$ cat config.mk
export PLATFORM = sky130hd
export DESIGN_NAME = mips_trace_monitor
export DESIGN_NICKNAME = d
export VERILOG_FILES = /design/src/rtl/mips_dbg_pkg.sv /design/src/rtl/trace_ring_buffer.sv /design/src/rtl/mips_trace_monitor.sv
export SDC_FILE = /design/constraint.sdc
export NUM_CORES = 1
export LEC_CHECK = 0
export CAP_MARGIN = 0
export CELL_PAD_IN_SITES_DETAIL_PLACEMENT = 1
export CELL_PAD_IN_SITES_GLOBAL_PLACEMENT = 1
export CORE_AREA = 2 2 227 229
export CTS_CLUSTER_SIZE = 20
export DETAILED_ROUTE_END_ITERATION = 7
export DIE_AREA = 0 0 229 231
export PLACE_DENSITY = 0.82
export SLEW_MARGIN = 25
export SYNTH_ARGS = -nofsm -noshare
export SYNTH_HDL_FRONTEND = slang
export SYNTH_SLANG_ARGS = --single-unit
$ cat constraint.sdc
create_clock -name clk -period 6.25 [get_ports clk]
set_input_delay 1.25 -clock clk [delete_from_list [all_inputs] [get_ports clk]]
set_output_delay 1.25 -clock clk [all_outputs]
set_load 0.02 [all_outputs]
$ cat src/rtl/mips_dbg_pkg.sv
// Shared types and constants for the MIPS trace monitor.
package mips_dbg_pkg;

    // Monitor run state
    typedef enum logic [1:0] {
        StIdle,
        StRun,
        StDrain,
        StDone
    } mon_state_e;

    // Capture mode select
    localparam logic MODE_ALL    = 1'b0;
    localparam logic MODE_CHANGE = 1'b1;

    // Default widths of the 16-bit core
    localparam int unsigned TRACE_PC_W    = 13;
    localparam int unsigned TRACE_INSTR_W = 16;

    // One trace buffer entry, packed as {pc, instr}
    typedef struct packed {
        logic [TRACE_PC_W-1:0]    pc;
        logic [TRACE_INSTR_W-1:0] instr;
    } trace_entry_t;

endpackage

$ cat src/rtl/trace_ring_buffer.sv
// Circular trace store: overwrites the oldest entry when full, pops over valid/ready.
module trace_ring_buffer #(
    parameter int unsigned DEPTH = 16,
    parameter int unsigned WIDTH = 29
) (
    input  logic                       clk_i,
    input  logic                       rst_ni,
    input  logic                       clr_i,
    input  logic                       wr_en_i,
    input  logic [WIDTH-1:0]           wr_data_i,
    input  logic                       rd_en_i,
    input  logic                       rd_ready_i,
    output logic                       rd_valid_o,
    output logic [WIDTH-1:0]           rd_data_o,
    output logic [$clog2(DEPTH):0]     entries_o,
    output logic                       overflow_o
);

    localparam int unsigned AW = $clog2(DEPTH);
    localparam logic [AW:0] FullCount = (AW + 1)'(DEPTH);

    logic [WIDTH-1:0] mem_q [DEPTH];
    logic [AW-1:0]    wr_ptr_q, rd_ptr_q;
    logic [AW:0]      count_q;
    logic             ovf_q;
    logic             full, pop;

    // Occupancy decode; data is forced to zero whenever nothing is offered
    always_comb begin
        full       = (count_q == FullCount);
        rd_valid_o = rd_en_i && (count_q != '0);
        pop        = rd_valid_o && rd_ready_i && !wr_en_i;
        rd_data_o  = rd_valid_o ? mem_q[rd_ptr_q] : '0;
        entries_o  = count_q;
        overflow_o = ovf_q;
    end

    // Storage array; contents are never observed until written
    always_ff @(posedge clk_i) begin
        if (wr_en_i) begin
            mem_q[wr_ptr_q] <= wr_data_i;
        end
    end

    // Pointer, occupancy and sticky overflow bookkeeping
    always_ff @(posedge clk_i or negedge rst_ni) begin
        if (!rst_ni) begin
            wr_ptr_q <= '0;
            rd_ptr_q <= '0;
            count_q  <= '0;
            ovf_q    <= 1'b0;
        end else if (clr_i) begin
            wr_ptr_q <= '0;
            rd_ptr_q <= '0;
            count_q  <= '0;
            ovf_q    <= 1'b0;
        end else if (wr_en_i) begin
            wr_ptr_q <= wr_ptr_q + 1'b1;
            if (full) begin
                // Oldest entry is overwritten, so the read side skips past it
                rd_ptr_q <= rd_ptr_q + 1'b1;
                ovf_q    <= 1'b1;
            end else begin
                count_q <= count_q + 1'b1;
            end
        end else if (pop) begin
            rd_ptr_q <= rd_ptr_q + 1'b1;
            count_q  <= count_q - 1'b1;
        end
    end

endmodule

$ cat src/rtl/mips_trace_monitor.sv
// Execution-trace monitor: captures (PC, instr), detects halt/timeout, then drains oldest-first.
module mips_trace_monitor
    import mips_dbg_pkg::*;
#(
    parameter int unsigned PC_W        = 13,
    parameter int unsigned INSTR_W     = 16,
    parameter int unsigned DATA_W      = 16,
    parameter int unsigned NUM_REGS    = 6,
    parameter int unsigned DEPTH       = 16,
    parameter int unsigned HALT_CYCLES = 4,
    parameter int unsigned MAX_CYCLES  = 1024,
    parameter int unsigned CNT_W       = 16
) (
    input  logic                         clk,
    input  logic                         rst,
    input  logic                         start,
    input  logic                         mode,
    input  logic [PC_W-1:0]              current_pc,
    input  logic [INSTR_W-1:0]           current_instr,
    input  logic [NUM_REGS*DATA_W-1:0]   rf_flat,
    output logic                         busy,
    output logic                         halted,
    output logic                         timeout,
    output logic                         overflow,
    output logic [CNT_W-1:0]             cycle_count,
    output logic [NUM_REGS*DATA_W-1:0]   rf_snapshot,
    output logic [$clog2(DEPTH):0]       entries,
    output logic                         rd_valid,
    input  logic                         rd_ready,
    output logic [PC_W+INSTR_W-1:0]      rd_data,
    output logic                         rd_last
);

    localparam int unsigned AW = $clog2(DEPTH);
    localparam int unsigned HW = $clog2(HALT_CYCLES + 1);
    localparam logic [HW-1:0]    HaltLimit  = HW'(HALT_CYCLES);
    localparam logic [CNT_W-1:0] CycleLimit = CNT_W'(MAX_CYCLES);
    localparam logic [AW:0]      OneEntry   = (AW + 1)'(1);

    mon_state_e                 state_q;
    logic [CNT_W-1:0]           cycle_q;
    logic [HW-1:0]              halt_cnt_q;
    logic [PC_W-1:0]            prev_pc_q;
    logic                       first_q;
    logic                       halted_q, timeout_q;
    logic [NUM_REGS*DATA_W-1:0] snap_q;

    logic             arm, in_run, pc_changed, capture, halt_hit, timeout_hit, drain_end;
    logic [CNT_W-1:0] cycle_inc;
    logic [HW-1:0]    halt_inc;
    logic             buf_valid, buf_ovf;
    logic [AW:0]      buf_entries;

    // Per-cycle decisions for the run and drain phases
    always_comb begin
        arm         = start && ((state_q == StIdle) || (state_q == StDone));
        in_run      = (state_q == StRun);
        // First RUN cycle counts as a PC change regardless of the stale prev_pc
        pc_changed  = first_q || (current_pc != prev_pc_q);
        capture     = in_run && ((mode == MODE_ALL) || ((mode == MODE_CHANGE) && pc_changed));
        cycle_inc   = cycle_q + 1'b1;
        halt_inc    = halt_cnt_q + 1'b1;
        halt_hit    = !pc_changed && (halt_inc == HaltLimit);
        timeout_hit = (cycle_inc == CycleLimit);
        // Leave DRAIN on the edge that pops the final entry
        drain_end   = (buf_entries == '0) || ((buf_entries == OneEntry) && buf_valid && rd_ready);
    end

    // Monitor FSM with its registered status outputs
    always_ff @(posedge clk or negedge rst) begin
        if (!rst) begin
            state_q    <= StIdle;
            cycle_q    <= '0;
            halt_cnt_q <= '0;
            prev_pc_q  <= '0;
            first_q    <= 1'b0;
            halted_q   <= 1'b0;
            timeout_q  <= 1'b0;
            snap_q     <= '0;
        end else begin
            case (state_q)
                StIdle, StDone: begin
                    if (arm) begin
                        state_q    <= StRun;
                        cycle_q    <= '0;
                        halt_cnt_q <= '0;
                        prev_pc_q  <= '0;
                        first_q    <= 1'b1;
                        halted_q   <= 1'b0;
                        timeout_q  <= 1'b0;
                        snap_q     <= '0;
                    end
                end
                StRun: begin
                    cycle_q    <= cycle_inc;
                    first_q    <= 1'b0;
                    prev_pc_q  <= current_pc;
                    halt_cnt_q <= pc_changed ? '0 : halt_inc;
                    if (halt_hit || timeout_hit) begin
                        halted_q  <= halt_hit;
                        timeout_q <= timeout_hit;
                        snap_q    <= rf_flat;
                        state_q   <= StDrain;
                    end
                end
                StDrain: begin
                    if (drain_end) begin
                        state_q <= StDone;
                    end
                end
                default: state_q <= StIdle;
            endcase
        end
    end

    trace_ring_buffer #(
        .DEPTH (DEPTH),
        .WIDTH (PC_W + INSTR_W)
    ) u_ring (
        .clk_i      (clk),
        .rst_ni     (rst),
        .clr_i      (arm),
        .wr_en_i    (capture),
        .wr_data_i  ({current_pc, current_instr}),
        .rd_en_i    (state_q == StDrain),
        .rd_ready_i (rd_ready),
        .rd_valid_o (buf_valid),
        .rd_data_o  (rd_data),
        .entries_o  (buf_entries),
        .overflow_o (buf_ovf)
    );

    // Output mapping
    always_comb begin
        busy        = (state_q == StRun) || (state_q == StDrain);
        halted      = halted_q;
        timeout     = timeout_q;
        overflow    = buf_ovf;
        cycle_count = cycle_q;
        rf_snapshot = snap_q;
        entries     = buf_entries;
        rd_valid    = buf_valid;
        rd_last     = buf_valid && (buf_entries == OneEntry);
    end

endmodule

# Word-level counts from Yosys, hierarchy flattened
# Memories as Yosys holds them, arrays and structs flattened.
# Cells that the tools add are included.
[totals]
mem_bits_rw = 464
n_memories = 1
word_cells = 101
register_bits = 147
input_bits = 130
[memory_table]
columns = ["name", "depth", "word_bits", "rd", "rd_clocked_by_memory_dff", "wr", "line", "rtl"]
rows = [
  ["u_ring.mem_q", 16, 29, 1, 0, 1, "trace_ring_buffer.sv:22", "logic [WIDTH-1:0] mem_q [DEPTH];"],
]
[classes]
n_mux = 37
add_sub_neg = 6
n_reduce_logical = 31
eq_ne = 13
bitwise = 1
[op_table]
columns = ["op", "n"]
rows = [
  ["96-bit two-way mux", 2],
  ["96-bit one-hot mux with 2 select lines", 1],
  ["16-bit one-hot mux with 2 select lines", 1],
  ["29-bit two-way mux", 1],
  ["13-bit one-hot mux with 2 select lines", 1],
  ["4-bit two-way mux", 6],
  ["5-bit two-way mux", 4],
  ["16-bit by 1-bit adder with 16-bit output (second input constant)", 1],
  ["16-bit by 11-bit == test with 1-bit output (second input constant)", 1],
  ["16-bit two-way mux", 1],
  ["13-bit two-way mux", 1],
  ["13-bit inequality test", 1],
  ["1-bit logical AND", 9],
  ["1-bit two-way mux", 9],
  ["4-bit by 1-bit adder with 4-bit output (second input constant)", 2],
  ["2-bit AND reduction", 4],
  ["1-bit logical OR", 6],
  ["2-bit two-way mux", 3],
  ["3-bit two-way mux", 2],
  ["3-bit inequality test (second input constant)", 2],
  ["1-bit one-hot mux with 2 select lines", 3],
  ["2-bit one-hot mux with 3 select lines", 1],
  ["3-bit one-hot mux with 2 select lines", 1],
  ["3-bit AND reduction", 2],
  ["18 further kinds", 23],
]

# Depth between registers and ports, before layout
# Gate-level depths: netlist of the first run.
[depth]
depth_word = 10
mapped_depth = 11

# Hierarchy
# Synthesis of the first run repeated with hierarchy kept, for this count alone.
[hier_totals]
hier_cells = 1382
area_unflattened_um2 = 24126.9
[by_module_without_submodules]
columns = ["module", "area_per_inst_um2", "seq_area_each_um2", "n_inst", "cells_per_inst"]
rows = [
  ["trace_ring_buffer", 18657.9, 14283.7, 1, 946],
  ["mips_trace_monitor", 5469.0, 3328.2, 1, 436],
]

# Least setup slack after synthesis of the first run
# No wires, ideal clock.
[synth_path]
path_type = "input port to flip-flop"
start = "input current_pc[3]"
end = "memory u_ring.mem_q[2][0], enable pin"
slack_ns = 0.708
setup_ns = 0.498
stages = 6
arrival_ns = 5.044
cell_sequence = "xnor2_1 > nand4_1 > o41ai_2 > buf_2 > buf_2 > nor4b_1"
[synth_via]
elab_chain_len = 7
[synth_lines]
columns = ["element", "line", "rtl"]
rows = [
  ["from (decl)", "mips_trace_monitor.sv:18", "input logic [PC_W-1:0] current_pc,"],
  ["13-bit inequality test", "mips_trace_monitor.sv:59", "pc_changed = first_q || (current_pc != prev_pc_q);"],
  ["1-bit logical OR", "mips_trace_monitor.sv:59", ""],
  ["1-bit logical AND", "mips_trace_monitor.sv:60", "capture = in_run && ((mode == MODE_ALL) || ((mode == MODE_CHANGE) && pc_changed));"],
  ["1-bit logical OR", "mips_trace_monitor.sv:60", ""],
  ["1-bit logical AND", "mips_trace_monitor.sv:60", ""],
  ["1-bit two-way mux", "trace_ring_buffer.sv:40", "if (wr_en_i) begin"],
  ["1-bit two-way mux (implied by the code)", "trace_ring_buffer.sv:41", "mem_q[wr_ptr_q] <= wr_data_i;"],
  ["to (decl)", "trace_ring_buffer.sv:22", ""],
]
# Every way passes these cells.

# Worst setup path in the final report of the first run
[layout_path]
start = "register u_ring.rd_ptr_q[0]"
end = "output rd_data[17]"
[layout_via]
elab_chain_len = 2
[layout_lines]
columns = ["element", "line", "rtl"]
rows = [
  ["from (decl)", "trace_ring_buffer.sv:23", "logic [AW-1:0] wr_ptr_q, rd_ptr_q;"],
  ["from (signal assigned)", "trace_ring_buffer.sv:61", "rd_ptr_q <= rd_ptr_q + 1'b1;"],
  ["from (signal assigned)", "trace_ring_buffer.sv:67", "rd_ptr_q <= rd_ptr_q + 1'b1;"],
  ["memory read 16 x 29 bit", "n/a", ""],
  ["29-bit two-way mux", "trace_ring_buffer.sv:33", "rd_data_o = rd_valid_o ? mem_q[rd_ptr_q] : '0;"],
  ["to (decl)", "mips_trace_monitor.sv:30", "output logic [PC_W+INSTR_W-1:0] rd_data,"],
]
# Every way passes these cells.

==> results of run 1 <==
==> sequential cells by signal, summed over array words and instances (netlist names) <==
| signal | cells |
|---|---|
| u_ring.overflow_o | 1 |
| rf_snapshot | 96 |
| u_ring.rd_ptr_q | 4 |
| cycle_count | 16 |
| halted | 1 |
| prev_pc_q | 13 |
| u_ring.mem_q | 464 |
| state_q | 2 |
| halt_cnt_q | 3 |
| first_q | 1 |
| u_ring.entries_o | 5 |
| u_ring.wr_ptr_q | 4 |
| timeout | 1 |
==> critical path: stages (launching register included) <==
cell	delay, ns
dfrtp_4	0.76
buf_4	0.53
mux4_2	0.59
mux4_2	0.52
and2_1	0.22
clkdlybuf4s50_1	0.56
==> layout make-up <==
| class | count | area [sq um] |
|---|---|---|
| multi-input combinational | 517 | 6050 |
| tap | 680 | 851 |
| inverter | 14 | 52.6 |
| clock inverter | 26 | 235 |
| clock buffer | 85 | 1700 |
| fill | 4485 | 20900 |
| sequential | 611 | 17600 |
| timing repair buffer | 322 | 3220 |
==> cells by family after synthesis <==
logic type / Yosys count / synth area share (%)
XOR/XNOR: 23 / 0.841
AO/OA/AOI/OAI: 171 / 5.62
flip-flops: 611 / 73.5
adder cells (fa/ha/maj): 16 / 0.836
multiplexers: 153 / 14.0
AND/OR/NAND/NOR: 154 / 3.56
buffers and inverters: 88 / 1.65
==> where the power goes <==
group / internal (uW) / switching [uW] / leakage [uW]
registers: 4670 / 199 / 0.00620
clock network: 2050 / 1520 / 0.000958
logic: 1190 / 1420 / 0.00310
total: 7910 / 3140 / 0.0103
==> routing by layer <==
metal  vias to the layer above  wire (um)  track usage (%)
met3                       103       4000             5.42
li1                       5564          -                -
met1                      6942      24100             29.7
met4                         8       1650             7.59
met2                       496      32000             41.1
met5                         -         57                0
==> placed cells by master (no fill, tap or decap), types with 2 or more instances in the layout <==
master / count
clkbuf_1: 16
nor2_1: 26
bufinv_16: 4
or3_1: 5
nand2b_1: 4
buf_4: 34
edfxtp_1: 464
clkinv_1: 8
o21ai_0: 30
clkbuf_16: 62
nor2_4: 3
mux4_2: 145
xor2_1: 6
and4_1: 2
nand4_1: 11
dfrtp_4: 2
mux2i_1: 8
nor4_1: 2
inv_1: 14
o41ai_1: 2
nor4_2: 7
a31oi_1: 3
dfrtp_1: 144
a22o_1: 112
and2_1: 37
clkinv_2: 12
o31ai_1: 5
clkdlybuf4s50_1: 280
and3_1: 7
nand3_1: 9
nand2_1: 26
a21oi_1: 9
buf_6: 2
xnor2_1: 17
clkbuf_8: 6
buf_12: 3
nor3_1: 5
ha_1: 16
buf_16: 3
==> through the flow <==
step	instances	area [sq um]	setup WS, ns
floorplan	1216	24000	0.708
global placement	2139	27700	1.64
detailed placement	2139	27700	1.40
CTS	2250	29600	1.08
global route	2255	29700	0.987
finish	2255	29700	1.19
==> worst max path at each step <==
stage                     cells past startpoint                from                 end  slack [ns]
final                                         5  u_ring.rd_ptr_q[0]         rd_data[17]        1.19
after global routing                          5  u_ring.rd_ptr_q[0]         rd_data[17]        0.99
after CTS                                     5  u_ring.rd_ptr_q[0]         rd_data[17]        1.08
after detailed placement                      9       current_pc[0]     rf_snapshot[83]        1.40
after global placement                        9       current_pc[0]     rf_snapshot[79]        1.64
after floorplan                               6       current_pc[3]  u_ring.mem_q[2][0]        0.71
==> impl_metrics.yaml, run 1 <==
synthesis:
  async_flop_share_pct: 24.1
  ys_ff_latch: 611
  synth_edf_count: 464
  ys_types: 50
  ys_top_cells_by_count: "464 x edfxtp_1, 147 x dfrtp_1, 145 x mux4_2, 112 x a22o_1"
  yosysWarnings: 0
  synthCells: 1216
  syn_area_per_cell_sq_um: 19.7
  netlist_area_sq_mm: 0.0240
  synth_top_area_share_pct: 58.2
  post-synth-top-count-cell: "edfxtp_1"
  ys_seq_area_share_pct: 73.5
  synth_nets: 1362
  yosysTopAreaCell: "edfxtp_1"
  synthTopCellsByArea: "edfxtp_1 58%, dfrtp_1 15%, mux4_2 14%"
  ys.flop_type: "edfxtp_1"
die:
  num_rows: 83
  start_util_pct: 47.3
  core-area_sq_mm: 0.0507
  die_h_um: 231
  ios: 282
  die_w_um: 229
  dieArea_sq_mm: 0.0529
timing:
  rsz0062_at_grt: "false"
  fin_crit_ns: 5.06
  period_share_pct: 81.0
  timing.fmax_ghz: 0.198
  slew_violations: 0
  finClkSkew_ns: 0.0213
  finalHoldViolCount: 0
  whs_ns: 0.501
  setup_viol: 0
  max_slew_margin_pct: 32.8
  worst_pin_slew_ns: 1.01
  timing.setup.tns_ns: 0
cts:
  clk_latency_ns: 0.63
  cts_tree: "built"
  post_cts_buffers: 0
  cts_resized: 0
  clockRootBuffer: "clkbuf_16"
  cts_hold_buffers: 0
  cts_max_level: 2
  cts_buffers: 61
  path_clk_slew_ns: 0.06
  clockBufferDepth: 3
  clock-sinks: 611
layout:
  syn2layout_area_growth_pct: 24.1
  post-route-util_pct: 58.7
  n_antenna_cell: 0
  nNetsFinal: 1673
  drive_above_1_share_pct: 18.9
pwr:
  vdd_drop_max_v: 0.000418
  p_leak_uw: 0.0103
  power_density_mw_per_mm2: 372
  power_uw: 11100
detailed_routing:
  ant_nets: 0
  firstDrtPassIters: 5
  routed_wl_um: 61800
  via_count: 13100
  drt_iter0_markers: 837
  drc_errors: 0
  post_drt_wl_per_cell_um: 27.4
  vias_per_cell: 5.82
worst_setup_path:
  arrival_ns: 3.81
  crit_required_ns: 5.00
  crit-reg2reg-launch: "cycle_count[0]"
  rrSetupSlack_ns: 2.42
  rr_worst_depth: 9
  path_class: "reg -> out"
  path_max_fanout: 25
  setup.worst_path.end_class: "primary output"
  rr_endpoint: "rf_snapshot[83]"
  start_kind: "register"
placed_design:
  globalplace.congestion: 0.771
  dp_hpwl_um: 37500
  port_buffers: 281
global_routing:
  grt_pass1_wl_um: 93300
  grt_usage_pct: 23.7
  grt_overflow: 0
  antenna_found_initial: 5
  grt_pass1_vias: 14700
  grt_max_degree: 99
status:
  status: "finished clean"
worst_hold_path:
  holdPathStages: 2
  hold_end: "halt_cnt_q[2]"
  hp-start: "halt_cnt_q[2]"
  hold_class: "reg -> reg"
run:
  max-cap-violations: 0
(Power assumes the default switching activity.)
==> inputs of run 2 (changes only) <==
==> constraint.sdc (replaced) <==
create_clock -name clk -period 5.3 [get_ports clk]
set_input_delay 1.06 -clock clk [delete_from_list [all_inputs] [get_ports clk]]
set_output_delay 1.06 -clock clk [all_outputs]
set_load 0.02 [all_outputs]
==> run 2 against run 1 <==
First-iteration DRC count is 8.1% higher. Sequential cell count stayed put. Combinational power is 17% higher. Power is 17% higher. Final area hardly changed. Largest cell class unchanged. Largest power group unchanged.
==> impl_metrics.yaml, run 2 (same netlist as run 1, synthesis figures left out) <==
die:
  die_w_um: 229
  ios: 282
  core-area_sq_mm: 0.0507
  num_rows: 83
  dieArea_sq_mm: 0.0529
  die_h_um: 231
  start_util_pct: 47.3
timing:
  finClkSkew_ns: 0.0167
  fin_crit_ns: 4.69
  timing.fmax_ghz: 0.213
  rsz0062_at_grt: "false"
  max_slew_margin_pct: 32.6
  setup_viol: 0
  worst_pin_slew_ns: 1.01
  slew_violations: 0
  timing.setup.tns_ns: 0
  period_share_pct: 88.4
  finalHoldViolCount: 0
layout:
  nNetsFinal: 1675
  regMostFlops: "u_ring.mem_q"
  syn2layout_area_growth_pct: 24.1
  seq_area_sq_mm: 0.0176
  drive_above_1_share_pct: 19.6
  fin_area_sq_mm: 0.0297
  n_antenna_cell: 0
  multiInputGateArea_sq_mm: 0.00606
  largest_reg_flops: 464
  nFillCells: 4525
  layout.cells.most_common: "edfxtp_1"
  final_cell_mix: "464 x edfxtp_1, 280 x clkdlybuf4s50_1, 145 x mux4_2"
placed_design:
  port_buffers: 281
  dp_hpwl_um: 38500
  globalplace.congestion: 0.787
  postPlaceCellArea_sq_mm: 0.0278
cts:
  cts_tree: "built"
  post_cts_buffers: 0
  clock-sinks: 611
  path_clk_slew_ns: 0.06
  cts_hold_buffers: 0
  clockBufferDepth: 3
  clk_latency_ns: 0.62
  cts_buffers: 60
  cts_resized: 0
  clockRootBuffer: "clkbuf_16"
  cts_max_level: 2
global_routing:
  grt_usage_pct: 24.3
  grt_pass1_wl_um: 95500
  grt_overflow: 0
  antenna_found_initial: 2
  grt_max_degree: 99
  grt_pass1_vias: 14800
worst_setup_path:
  crit_required_ns: 4.24
  path_class: "reg -> out"
  path_cells: "buf_12 > mux4_2 > mux4_2 > and2_1 > clkdlybuf4s50_1"
  max_stage_delay_ns: 0.64
  setup.worst_path.end_class: "primary output"
  path_buf_inv: 2
  critPathSlowestCell: "dfrtp_4"
  path_max_fanout: 58
  worst_path_most_repeated_cell: "mux4_2"
  start_kind: "register"
  path_delay_family: "multiplexers"
  arrival_ns: 3.63
status:
  status: "finished clean"
pwr:
  power_density_mw_per_mm2: 437
  p_leak_uw: 0.0103
  vdd_drop_max_v: 0.000333
detailed_routing:
  ant_nets: 0
  drt_iter0_markers: 905
  post_drt_wl_per_cell_um: 27.8
  drc_errors: 0
  vias_per_cell: 5.83
  routed_wl_um: 62900
  via_count: 13200
  firstDrtPassIters: 5
run:
  max-cap-violations: 0
worst_hold_path:
  hold_class: "in -> async"
==> run 2: final cells by class <==
cell class	count	area share [%]
clock buffers	85	5.90
clock inverters	28	0.682
inverters	14	0.177
multi-input cells	517	20.4
flip-flops and latches	611	59.3
well taps	680	2.86
repair buffers	325	10.7
==> run 2: worst reg2reg max path: cells and delay by family (launching register included) <==
kind	cells	cell delay [ns]
xor+xnor	1	0.20
compound gates	2	1.03
buf+inv	1	0.35
flops	1	0.53
fa+ha+maj	1	0.37
simple gates	4	0.97
==> run 2: path summary, 6_finish.rpt <==
check / cells past startpoint / endpoint / start / slack (ns)
max: 5 / rd_data[26] / u_ring.rd_ptr_q[0] / 0.61
min: 1 / rf_snapshot[73] / rst / 0.47
max reg2reg: 9 / rf_snapshot[24] / cycle_count[0] / 1.77
min reg2reg: 2 / halt_cnt_q[2] / halt_cnt_q[2] / 0.49
max in group asynchronous: 2 / rf_snapshot[34] / rst / 3.70
min in group clk: 2 / halt_cnt_q[2] / halt_cnt_q[2] / 0.49
==> run 2: routing by layer <==
layer	vias to the layer above	GRT usage, %	wire length, um
li1	5561	-	-
met3	81	5.57	4220
met2	517	43.0	33000
met1	7016	30.4	24400
met5	-	0	27
met4	4	5.97	1270
==> run 2: report_power, final <==
part / internal (uW) / switching, uW / total (uW) / leakage (uW)
Sequential: 5510 / 211 / 5720 / 0.00620
Combinational: 1370 / 1690 / 3060 / 0.00309
Clock: 2400 / 1800 / 4200 / 0.000972
Total: 9280 / 3710 / 13000 / 0.0103
==> run 2: stage by stage <==
stage / worst slack, ns / power [uW] / hold WS, ns / utilization [%] / std cells
after CTS: 0.491 / 13100 / 0.472 / 58.7 / 2260
final: 0.613 / 13000 / 0.473 / 58.7 / 2260
after global placement: 1.07 / 8780 / 0.461 / 54.8 / 2147
after global routing: 0.429 / 13500 / 0.511 / 58.7 / 2260
after detailed placement: 0.970 / 8910 / 0.476 / 54.8 / 2147
after floorplan: 0.229 / 7800 / 0.450 / - / 1216
==> inputs of run 3 (changes only) <==
--- a/config.mk
+++ b/config.mk
@@ -9,9 +9,11 @@
 export CELL_PAD_IN_SITES_DETAIL_PLACEMENT = 1
 export CELL_PAD_IN_SITES_GLOBAL_PLACEMENT = 1
 export CORE_AREA = 2 2 227 229
+export CTS_CLUSTER_DIAMETER = 100
 export CTS_CLUSTER_SIZE = 20
 export DETAILED_ROUTE_END_ITERATION = 7
 export DIE_AREA = 0 0 229 231
+export GPL_ROUTABILITY_DRIVEN = 0
 export PLACE_DENSITY = 0.82
 export SLEW_MARGIN = 25
 export SYNTH_ARGS = -nofsm -noshare
==> run 3 against run 2 <==
Die area did not move. Utilization fell by 1.9 points. Power fell by 11%. Count of clock-buffer cells in the layout fell by 30.
==> impl_metrics.yaml, run 3 (same netlist as run 1, synthesis figures left out) <==
worst_setup_path:
  max_stage_delay_ns: 0.65
  critPathSlowestCell: "dfrtp_4"
  cp-startpoint: "u_ring.rd_ptr_q[0]"
  path_buf_inv: 2
  worst_path_most_repeated_cell: "mux4_2"
  endpoint: "rd_data[26]"
  setup.worst_path.end_class: "primary output"
  crit-reg2reg-launch: "cycle_count[0]"
  crit_required_ns: 4.24
  rr_worst_depth: 9
  path_cells: "buf_12 > mux4_2 > mux4_2 > and2_1 > clkdlybuf4s50_1"
  arrival_ns: 3.58
  rr_endpoint: "rf_snapshot[23]"
  path_delay_family: "multiplexers"
  path_max_fanout: 58
  rrSetupSlack_ns: 1.79
  crit_cells: 5
  start_kind: "register"
  path_class: "reg -> out"
placed_design:
  dp_hpwl_um: 38500
  place_ws_ns: 0.970
  port_buffers: 281
detailed_routing:
  ant_nets: 0
  via_count: 12900
  vias_per_cell: 5.85
  firstDrtPassIters: 5
  drt_iter0_markers: 1095
  routed_wl_um: 60400
  drc_errors: 0
  post_drt_wl_per_cell_um: 27.4
timing:
  fin_crit_ns: 4.64
  timing.setup.tns_ns: 0
  slew_violations: 0
  worst_pin_slew_ns: 0.981
  max_slew_margin_pct: 34.6
  setup_viol: 0
  finClkSkew_ns: 0.0309
  finalHoldViolCount: 0
  rsz0062_at_grt: "false"
  timing.final.ws_setup_ns: 0.660
  timing.fmax_ghz: 0.216
  period_share_pct: 87.5
pwr:
  power_density_mw_per_mm2: 401
  vdd_drop_max_v: 0.000313
  p_leak_uw: 0.00978
die:
  die_w_um: 229
  ios: 282
  num_rows: 83
  dieArea_sq_mm: 0.0529
  die_h_um: 231
  start_util_pct: 47.3
  core-area_sq_mm: 0.0507
status:
  status: "finished clean"
global_routing:
  grt_overflow: 0
  grt_pass1_vias: 14400
  grt_max_degree: 99
  grt_pass1_wl_um: 92100
  grt_usage_pct: 23.5
  antenna_found_initial: 3
cts:
  cts_max_level: 2
  path_clk_slew_ns: 0.09
  cts_buffers: 36
  cts_resized: 0
  cts_hold_buffers: 0
  clock-sinks: 611
  post_cts_buffers: 0
  clockRootBuffer: "clkbuf_16"
  clockBufferDepth: 3
  clk_latency_ns: 0.58
  cts_tree: "built"
layout:
  largest_reg_flops: 464
  final_cell_mix: "464 x edfxtp_1, 280 x clkdlybuf4s50_1, 145 x mux4_2"
  drive_above_1_share_pct: 16.5
  syn2layout_area_growth_pct: 20.2
  regMostFlops: "u_ring.mem_q"
  nNetsFinal: 1651
  n_antenna_cell: 0
  layout.cells.most_common: "edfxtp_1"
run:
  max-cap-violations: 0
worst_hold_path:
  hold_class: "in -> async"
-- run 3: worst register-to-register path, delay by kind of cell, from the launching register on --
| family | cells | cell delay, ns |
|---|---|---|
| AO/OA/AOI/OAI | 2 | 1.00 |
| AND/OR/NAND/NOR | 4 | 0.97 |
| flip-flops | 1 | 0.55 |
| adder cells (fa/ha/maj) | 1 | 0.37 |
| buffers and inverters | 1 | 0.35 |
| XOR/XNOR | 1 | 0.20 |
-- run 3: worst min path at each step --
| stage | end | slack (ns) | cells after the start |
|---|---|---|---|
| after floorplan | halt_cnt_q[2] | 0.45 | 2 |
| after global placement | halt_cnt_q[2] | 0.46 | 2 |
| after detailed placement | halt_cnt_q[2] | 0.48 | 2 |
| after CTS | halt_cnt_q[2] | 0.50 | 2 |
| after global routing | rf_snapshot[73] | 0.53 | 1 |
| final | rf_snapshot[73] | 0.49 | 1 |
-- run 3: cell type report --
cell class	instances	area, sq um
multi-input cells	517	6060
fillers	4568	21900
flip-flops and latches	611	17600
repair buffers	325	3190
inverters	14	52.6
well taps	680	851
clock inverters	1	11.3
clock buffers	55	993
-- run 3: metal layers --
metal	global-route usage [%]	wire (um)
met5	0	27
met4	5.74	1330
met3	5.21	3930
met2	40.9	31400
met1	30.0	23700
-- run 3: power by group --
| group | switching [uW] | internal [uW] |
|---|---|---|
| combinational | 1660 | 1370 |
| sequential | 210 | 5500 |
| clock | 1500 | 1300 |
-- run 3: stage by stage --
step	hold WS [ns]	cells	power [uW]	area, sq um	util [%]
final	0.492	2203	11500	28800	56.8
after floorplan	0.450	1216	7800	24000	-
after detailed placement	0.476	2147	8910	27800	54.8
after global placement	0.461	2147	8780	27800	54.8
after CTS	0.498	2203	11700	28800	56.8
after global routing	0.532	2203	12100	28800	56.8
